File: src/rtl/uart_reg_master.sv
// uart_reg_master: host-side initiator for the UART register-access protocol.
// Takes one parallel read/write request, sends it as a command frame, waits for the
// response frame and returns read data or write acknowledge.
// Optional feature: define UART_REG_MASTER_CHKSUM_EN to append an XOR checksum byte to
// every command frame and require one at the end of every response frame.
module uart_reg_master #(
  parameter int unsigned CLKS_PER_BIT   = 1085,
  parameter int unsigned TIMEOUT_CYCLES = 2000000
) (
  input  logic        clk,
  input  logic        rst,
  input  logic        req_valid,
  output logic        req_ready,
  input  logic        req_write,
  input  logic [15:0] req_addr,
  input  logic [15:0] req_wdata,
  output logic        rsp_valid,
  output logic [15:0] rsp_rdata,
  output logic        rsp_err,
  output logic        uart_tx,
  input  logic        uart_rx
);

  localparam int unsigned CW = $clog2(CLKS_PER_BIT + 1);
  localparam int unsigned TW = $clog2(TIMEOUT_CYCLES + 1);
  localparam logic [CW-1:0] BitLast  = CW'(CLKS_PER_BIT - 1);
  localparam logic [CW-1:0] HalfLast = CW'(CLKS_PER_BIT / 2 - 1);

  // Index of the last byte of each frame
`ifdef UART_REG_MASTER_CHKSUM_EN
  localparam logic [2:0] WrCmdLast = 3'd5;
  localparam logic [2:0] RdCmdLast = 3'd3;
  localparam logic [2:0] WrRspLast = 3'd1;
  localparam logic [2:0] RdRspLast = 3'd3;
`else
  localparam logic [2:0] WrCmdLast = 3'd4;
  localparam logic [2:0] RdCmdLast = 3'd2;
  localparam logic [2:0] WrRspLast = 3'd0;
  localparam logic [2:0] RdRspLast = 3'd2;
`endif

  typedef enum logic [2:0] {StIdle, StSend, StWaitTx, StRecv, StDone} state_e;

  state_e          state_q, state_d;
  logic            write_q, write_d;
  logic [15:0]     addr_q, addr_d, wdata_q, wdata_d;
  logic [2:0]      idx_q, idx_d;
  logic [TW-1:0]   tmo_q, tmo_d;
  logic [7:0]      b1_q, b1_d;
`ifdef UART_REG_MASTER_CHKSUM_EN
  logic [7:0]      b2_q, b2_d;
  logic [7:0]      cmd_chk;
`endif
  logic [15:0]     rdata_q, rdata_d;
  logic            err_q, err_d;
  logic            ready_en_q;

  logic            tx_start, tx_done;
  logic [7:0]      tx_byte;
  logic            tx_busy_q, tx_busy_d, tx_line_q, tx_line_d;
  logic [8:0]      tx_shift_q, tx_shift_d;
  logic [3:0]      tx_bit_q, tx_bit_d;
  logic [CW-1:0]   tx_cnt_q, tx_cnt_d;

  logic            rx_meta_q, rx_sync_q, rx_valid;
  logic            rx_busy_q, rx_busy_d;
  logic [7:0]      rx_sh_q, rx_sh_d;
  logic [3:0]      rx_bit_q, rx_bit_d;
  logic [CW-1:0]   rx_cnt_q, rx_cnt_d;

  assign req_ready = (state_q == StIdle) && ready_en_q;
  assign rsp_valid = (state_q == StDone);
  assign rsp_rdata = rdata_q;
  assign rsp_err   = err_q;
  assign uart_tx   = tx_line_q;

  // Command byte for the current frame position
  always_comb begin
`ifdef UART_REG_MASTER_CHKSUM_EN
    cmd_chk = (write_q ? 8'h57 : 8'h52) ^ addr_q[15:8] ^ addr_q[7:0] ^
              (write_q ? (wdata_q[15:8] ^ wdata_q[7:0]) : 8'h00);
`endif
    tx_byte = 8'h00;
    case (idx_q)
      3'd0: tx_byte = write_q ? 8'h57 : 8'h52;
      3'd1: tx_byte = addr_q[15:8];
      3'd2: tx_byte = addr_q[7:0];
`ifdef UART_REG_MASTER_CHKSUM_EN
      3'd3: tx_byte = write_q ? wdata_q[15:8] : cmd_chk;
      3'd5: tx_byte = cmd_chk;
`else
      3'd3: tx_byte = wdata_q[15:8];
`endif
      3'd4: tx_byte = wdata_q[7:0];
      default: tx_byte = 8'h00;
    endcase
  end

  // Transmitter: start bit, 8 data bits LSB first, stop bit; tx_done ends the stop bit
  always_comb begin
    tx_busy_d  = tx_busy_q;
    tx_line_d  = tx_line_q;
    tx_shift_d = tx_shift_q;
    tx_bit_d   = tx_bit_q;
    tx_cnt_d   = tx_cnt_q;
    tx_done    = 1'b0;
    if (!tx_busy_q) begin
      if (tx_start) begin
        tx_busy_d  = 1'b1;
        tx_line_d  = 1'b0;
        tx_shift_d = {1'b1, tx_byte};
        tx_bit_d   = 4'd0;
        tx_cnt_d   = '0;
      end
    end else if (tx_cnt_q == BitLast) begin
      tx_cnt_d = '0;
      if (tx_bit_q == 4'd9) begin
        tx_busy_d = 1'b0;
        tx_line_d = 1'b1;
        tx_done   = 1'b1;
      end else begin
        tx_line_d  = tx_shift_q[0];
        tx_shift_d = {1'b1, tx_shift_q[8:1]};
        tx_bit_d   = tx_bit_q + 4'd1;
      end
    end else begin
      tx_cnt_d = tx_cnt_q + CW'(1);
    end
  end

  // Receiver: start bit checked at mid-bit, then each bit sampled one period later
  always_comb begin
    rx_busy_d = rx_busy_q;
    rx_sh_d   = rx_sh_q;
    rx_bit_d  = rx_bit_q;
    rx_cnt_d  = rx_cnt_q;
    rx_valid  = 1'b0;
    if (!rx_busy_q) begin
      if (!rx_sync_q) begin
        rx_busy_d = 1'b1;
        rx_bit_d  = 4'd0;
        rx_cnt_d  = '0;
      end
    end else if (rx_cnt_q == ((rx_bit_q == 4'd0) ? HalfLast : BitLast)) begin
      rx_cnt_d = '0;
      if (rx_bit_q == 4'd0) begin
        // A start bit that is high again at mid-bit was a glitch
        if (rx_sync_q) rx_busy_d = 1'b0;
        else           rx_bit_d  = 4'd1;
      end else if (rx_bit_q == 4'd9) begin
        rx_busy_d = 1'b0;
        rx_valid  = rx_sync_q;
      end else begin
        rx_sh_d  = {rx_sync_q, rx_sh_q[7:1]};
        rx_bit_d = rx_bit_q + 4'd1;
      end
    end else begin
      rx_cnt_d = rx_cnt_q + CW'(1);
    end
  end

  // Transaction FSM next-state and response capture
  always_comb begin
    state_d  = state_q;
    write_d  = write_q;
    addr_d   = addr_q;
    wdata_d  = wdata_q;
    idx_d    = idx_q;
    tmo_d    = tmo_q;
    b1_d     = b1_q;
`ifdef UART_REG_MASTER_CHKSUM_EN
    b2_d     = b2_q;
`endif
    rdata_d  = rdata_q;
    err_d    = err_q;
    tx_start = 1'b0;
    unique case (state_q)
      StIdle: begin
        if (req_valid && req_ready) begin
          write_d = req_write;
          addr_d  = req_addr;
          wdata_d = req_wdata;
          idx_d   = 3'd0;
          state_d = StSend;
        end
      end
      StSend: begin
        tx_start = 1'b1;
        state_d  = StWaitTx;
      end
      StWaitTx: begin
        if (tx_done) begin
          if (idx_q == (write_q ? WrCmdLast : RdCmdLast)) begin
            idx_d   = 3'd0;
            tmo_d   = '0;
            state_d = StRecv;
          end else begin
            idx_d   = idx_q + 3'd1;
            state_d = StSend;
          end
        end
      end
      StRecv: begin
        tmo_d = (tmo_q == TW'(TIMEOUT_CYCLES)) ? tmo_q : tmo_q + TW'(1);
        if (rx_valid) begin
          if (idx_q == 3'd0 && rx_sh_q != (write_q ? 8'h4B : 8'h44)) begin
            err_d   = 1'b1;
            rdata_d = 16'h0000;
            state_d = StDone;
          end else if (idx_q == (write_q ? WrRspLast : RdRspLast)) begin
            state_d = StDone;
`ifdef UART_REG_MASTER_CHKSUM_EN
            err_d   = rx_sh_q != (write_q ? 8'h4B : (8'h44 ^ b1_q ^ b2_q));
            rdata_d = (write_q || err_d) ? 16'h0000 : {b1_q, b2_q};
`else
            err_d   = 1'b0;
            rdata_d = write_q ? 16'h0000 : {b1_q, rx_sh_q};
`endif
          end else begin
            if (idx_q == 3'd1) b1_d = rx_sh_q;
`ifdef UART_REG_MASTER_CHKSUM_EN
            if (idx_q == 3'd2) b2_d = rx_sh_q;
`endif
            idx_d = idx_q + 3'd1;
          end
        end else if (tmo_q >= TW'(TIMEOUT_CYCLES - 1)) begin
          err_d   = 1'b1;
          rdata_d = 16'h0000;
          state_d = StDone;
        end
      end
      StDone: state_d = StIdle;
      default: state_d = StIdle;
    endcase
  end

  // Serial engine state; line and synchronizer reset to idle-high
  always_ff @(posedge clk or negedge rst) begin
    if (!rst) begin
      tx_busy_q  <= 1'b0;
      tx_line_q  <= 1'b1;
      tx_shift_q <= '1;
      tx_bit_q   <= '0;
      tx_cnt_q   <= '0;
      rx_meta_q  <= 1'b1;
      rx_sync_q  <= 1'b1;
      rx_busy_q  <= 1'b0;
      rx_sh_q    <= '0;
      rx_bit_q   <= '0;
      rx_cnt_q   <= '0;
    end else begin
      tx_busy_q  <= tx_busy_d;
      tx_line_q  <= tx_line_d;
      tx_shift_q <= tx_shift_d;
      tx_bit_q   <= tx_bit_d;
      tx_cnt_q   <= tx_cnt_d;
      rx_meta_q  <= uart_rx;
      rx_sync_q  <= rx_meta_q;
      rx_busy_q  <= rx_busy_d;
      rx_sh_q    <= rx_sh_d;
      rx_bit_q   <= rx_bit_d;
      rx_cnt_q   <= rx_cnt_d;
    end
  end

  // Transaction state; ready_en keeps req_ready low until the first edge after reset
  always_ff @(posedge clk or negedge rst) begin
    if (!rst) begin
      state_q    <= StIdle;
      write_q    <= 1'b0;
      addr_q     <= '0;
      wdata_q    <= '0;
      idx_q      <= '0;
      tmo_q      <= '0;
      b1_q       <= '0;
`ifdef UART_REG_MASTER_CHKSUM_EN
      b2_q       <= '0;
`endif
      rdata_q    <= '0;
      err_q      <= 1'b0;
      ready_en_q <= 1'b0;
    end else begin
      state_q    <= state_d;
      write_q    <= write_d;
      addr_q     <= addr_d;
      wdata_q    <= wdata_d;
      idx_q      <= idx_d;
      tmo_q      <= tmo_d;
      b1_q       <= b1_d;
`ifdef UART_REG_MASTER_CHKSUM_EN
      b2_q       <= b2_d;
`endif
      rdata_q    <= rdata_d;
      err_q      <= err_d;
      ready_en_q <= 1'b1;
    end
  end

endmodule

File: config.mk
export PLATFORM = sky130hd
export DESIGN_NAME = uart_reg_master
export DESIGN_NICKNAME = d
export VERILOG_FILES = /design/src/rtl/uart_reg_master.sv
export SDC_FILE = /design/constraint.sdc
export NUM_CORES = 1
export LEC_CHECK = 0
export CAP_MARGIN = 20
export CORE_MARGIN = 5
export CORE_UTILIZATION = 58
export CTS_CLUSTER_SIZE = 24
export DETAILED_ROUTE_END_ITERATION = 16
export PLACE_DENSITY = 0.8
export REMOVE_ABC_BUFFERS = 1
export SLEW_MARGIN = 10
export SYNTH_ARGS = -nofsm -noshare
export SYNTH_HDL_FRONTEND = slang
export SYNTH_SLANG_ARGS = --single-unit
File: constraint.sdc
create_clock -name clk -period 3.1 [get_ports clk]
set_clock_uncertainty 0.2 [all_clocks]
set_input_delay 0.62 -clock clk [delete_from_list [all_inputs] [get_ports clk]]
set_output_delay 0.62 -clock clk [all_outputs]
set_load 0.005 [all_outputs]
==> out/results.tsv <==
metric	value	unit
outcome	finished, final reports clean	
cts_made_buffers	17	
grt.overflow.total	0	
drt-pass1-iter-count	5	
drt-wirelength-per-cell	17.3	um
avgSynthCellArea	10.5	sq um
nNetsFinal	772	
dp_hpwl	10200	um
die_h	118	um
clock-root-buffer	clkbuf_16	
n_antenna_cell	0	
ant_nets	0	
die_area	14000	sq um
hold_start	rx_meta_q	
clk_pin_slew	0.06	ns
setup_viol	0	
dpl-instance-area	7550	sq um
clk_path_buf_depth	2	
clock_sinks	137	
critPathLaunchType	flop	
syn-cell-area	6800	sq um
yosys-top-cells-count	dfrtp_1, nand2_1, mux2_2, nor2_1, o21ai_0	
whs	0.155	ns
critPathKind	reg -> reg	
post-place-ws	0.127	ns
synth_top_area_share	46.3	%
hold_viol	0	
synth.distinct_cells	63	
drc	0	
arrival	3.08	ns
num_rows	39	
min_path_type	reg -> reg	
ys.flop_type	dfrtp_1	
wl	15100	um
grt_util_all_layers	22.1	%
r2r_cells	7	
io_buffer_count	56	
worstReg2RegStart	tmo_q[11]	
drv_slew	0	
max_freq	339	MHz
power	5.70	mW
drtIter0Drc	399	
yosysSeqAreaShare	50.6	%
synthCells	650	
fin_crit	2.95	ns
io_pins	57	
clkLatencyLatePin	0.42	ns
fillers	775	
fin_cells	872	
seq_area	3440	sq um
max_cap_viol_count	0	
yosys-top-cells-area	dfrtp_1, mux2_2, dfstp_2	
grt_pass1_wl	25300	um
postLayoutSetupSlackWorst	0.152	ns
yosys.area.top_type	dfrtp_1	
holdPathEnd	rx_sync_q	
yosysMostFrequentCell	dfrtp_1	
core	11500	sq um
hold_depth	0	
ir_worst_vdd	0.532	mV
p_leak	3.58	nW
rsz0062_at_grt	false	
ys_async_sr_fraction	100	%
viasPerCell	5.92	
antenna_found_initial	0	
initial_core_util	59.3	%
dp_cells	837	
finalInstanceArea	8220	sq um
relSlewSlack	59.1	%
ys_seq_elements	137	
cp.required	3.23	ns
r2r-end	rsp_rdata[3]	
endpoint_kind	flop	
multiInputGateArea	3090	sq um
drive_gt1_share	16.6	%
ys_warn_count	0	
cts_tree	yes	
areaGrowthSynthToFinish	20.9	%
power_density	693	nW/um^2
num_vias	5159	
die_x	118	um
grt_max_degree	76	
timing.final.crit_share	95.1	%
cp_max_fo	15	
worst_pin_slew	0.609	ns
gp_congestion	0.915	
grt_pass1_vias	5274	
cts_max_level	4	
synth-edff-count	0	
reg2reg_slack	0.15	ns
[per-layer routing]
layer  vias up  track usage (%)  share of wire, %
li1       2444                -                 -
met1      2583             26.7                42
met2       109             38.8                53
met3        23             5.73               3.6
met4         0             7.03               1.6
met5         -                0                 0
[logic make-up after synthesis]
group / Yosys count / synth area share, %
simple gates: 216 / 16.5
flops: 137 / 50.6
compound gates: 119 / 11.1
mux: 71 / 11.4
buf+inv: 66 / 4.14
xor+xnor: 21 / 2.70
fa+ha+maj: 19 / 3.49
other cells: 1 / 0.0551
[metrics by stage]
step	TNS [ns]	util (%)
global placement	0	65.9
finish	0	71.7
detailed placement	0	65.9
floorplan	-1.25	-
CTS	0	71.5
global route	0	71.7
[report_power, final]
group / internal [mW] / switching (mW)
clock network: 1.38 / 0.798
registers: 2.08 / 0.268
logic: 0.523 / 0.653
total: 3.98 / 1.72
[layout by cell type, fill, tap and decap left out, types with 4 or more instances in the layout]
cell type	count
nand4_1	17
clkbuf_16	17
inv_1	39
clkdlybuf4s50_1	55
nor2b_1	7
bufinv_16	4
o21ai_0	48
nor2_1	52
inv_6	4
xor2_1	16
buf_4	15
nor3_1	8
nand2b_1	7
nor3b_1	5
mux2_2	52
a31oi_1	5
dfstp_2	11
dfrtp_1	126
a22oi_1	10
and3_1	9
mux2i_1	18
o31ai_1	7
a21o_1	4
ha_1	19
nand2_1	59
or3_1	5
a32oi_1	4
a21oi_1	18
nand3_1	20
xnor2_1	5
[critical path, cell delays in order, from the launching register on]
cell and delay [ns]:
dfrtp_1 0.44, or4_1 0.57, or4_4 0.55, o32a_1 0.37, nand3_2 0.10, and3_4 0.21, buf_12 0.16, mux2i_1 0.24
[flip-flops by register name, indices dropped and copies added (netlist names), 4 cells and up]
register    flops
tx_cnt_q       11
rx_cnt_q       11
rx_bit_q        4
b1_q            8
tx_bit_q        4
tmo_q          21
rsp_rdata      16
addr_q         16
wdata_q        16
tx_shift_q      8
rx_sh_q         8
[worst max path at each step]
stage                     start           end  cells after the start
global placement      tmo_q[11]  rsp_rdata[6]                      6
detailed placement    tmo_q[11]  rsp_rdata[7]                      6
CTS                   tmo_q[11]  rsp_rdata[7]                      6
finish                tmo_q[11]  rsp_rdata[3]                      7
floorplan           tx_cnt_q[0]     tmo_q[10]                      8
global route          tmo_q[11]  rsp_rdata[3]                      7
[final cells by class]
cell class	count	area share [%]
Tap cell	143	2.18
Inverter	39	1.78
Sequential cell	137	41.9
Timing Repair Buffer	74	8.92
Multi-Input combinational cell	447	37.6
Clock inverter	13	2.31
Clock buffer	19	5.39
[what timing repair did]
action	CTS	global route
hold buffers	1	0
endpoints found under the setup margin	0	1
setup buffers	0	2
endpoints found under the hold margin	24	0
gates resized for setup	0	0
(Power assumes the default switching activity.)
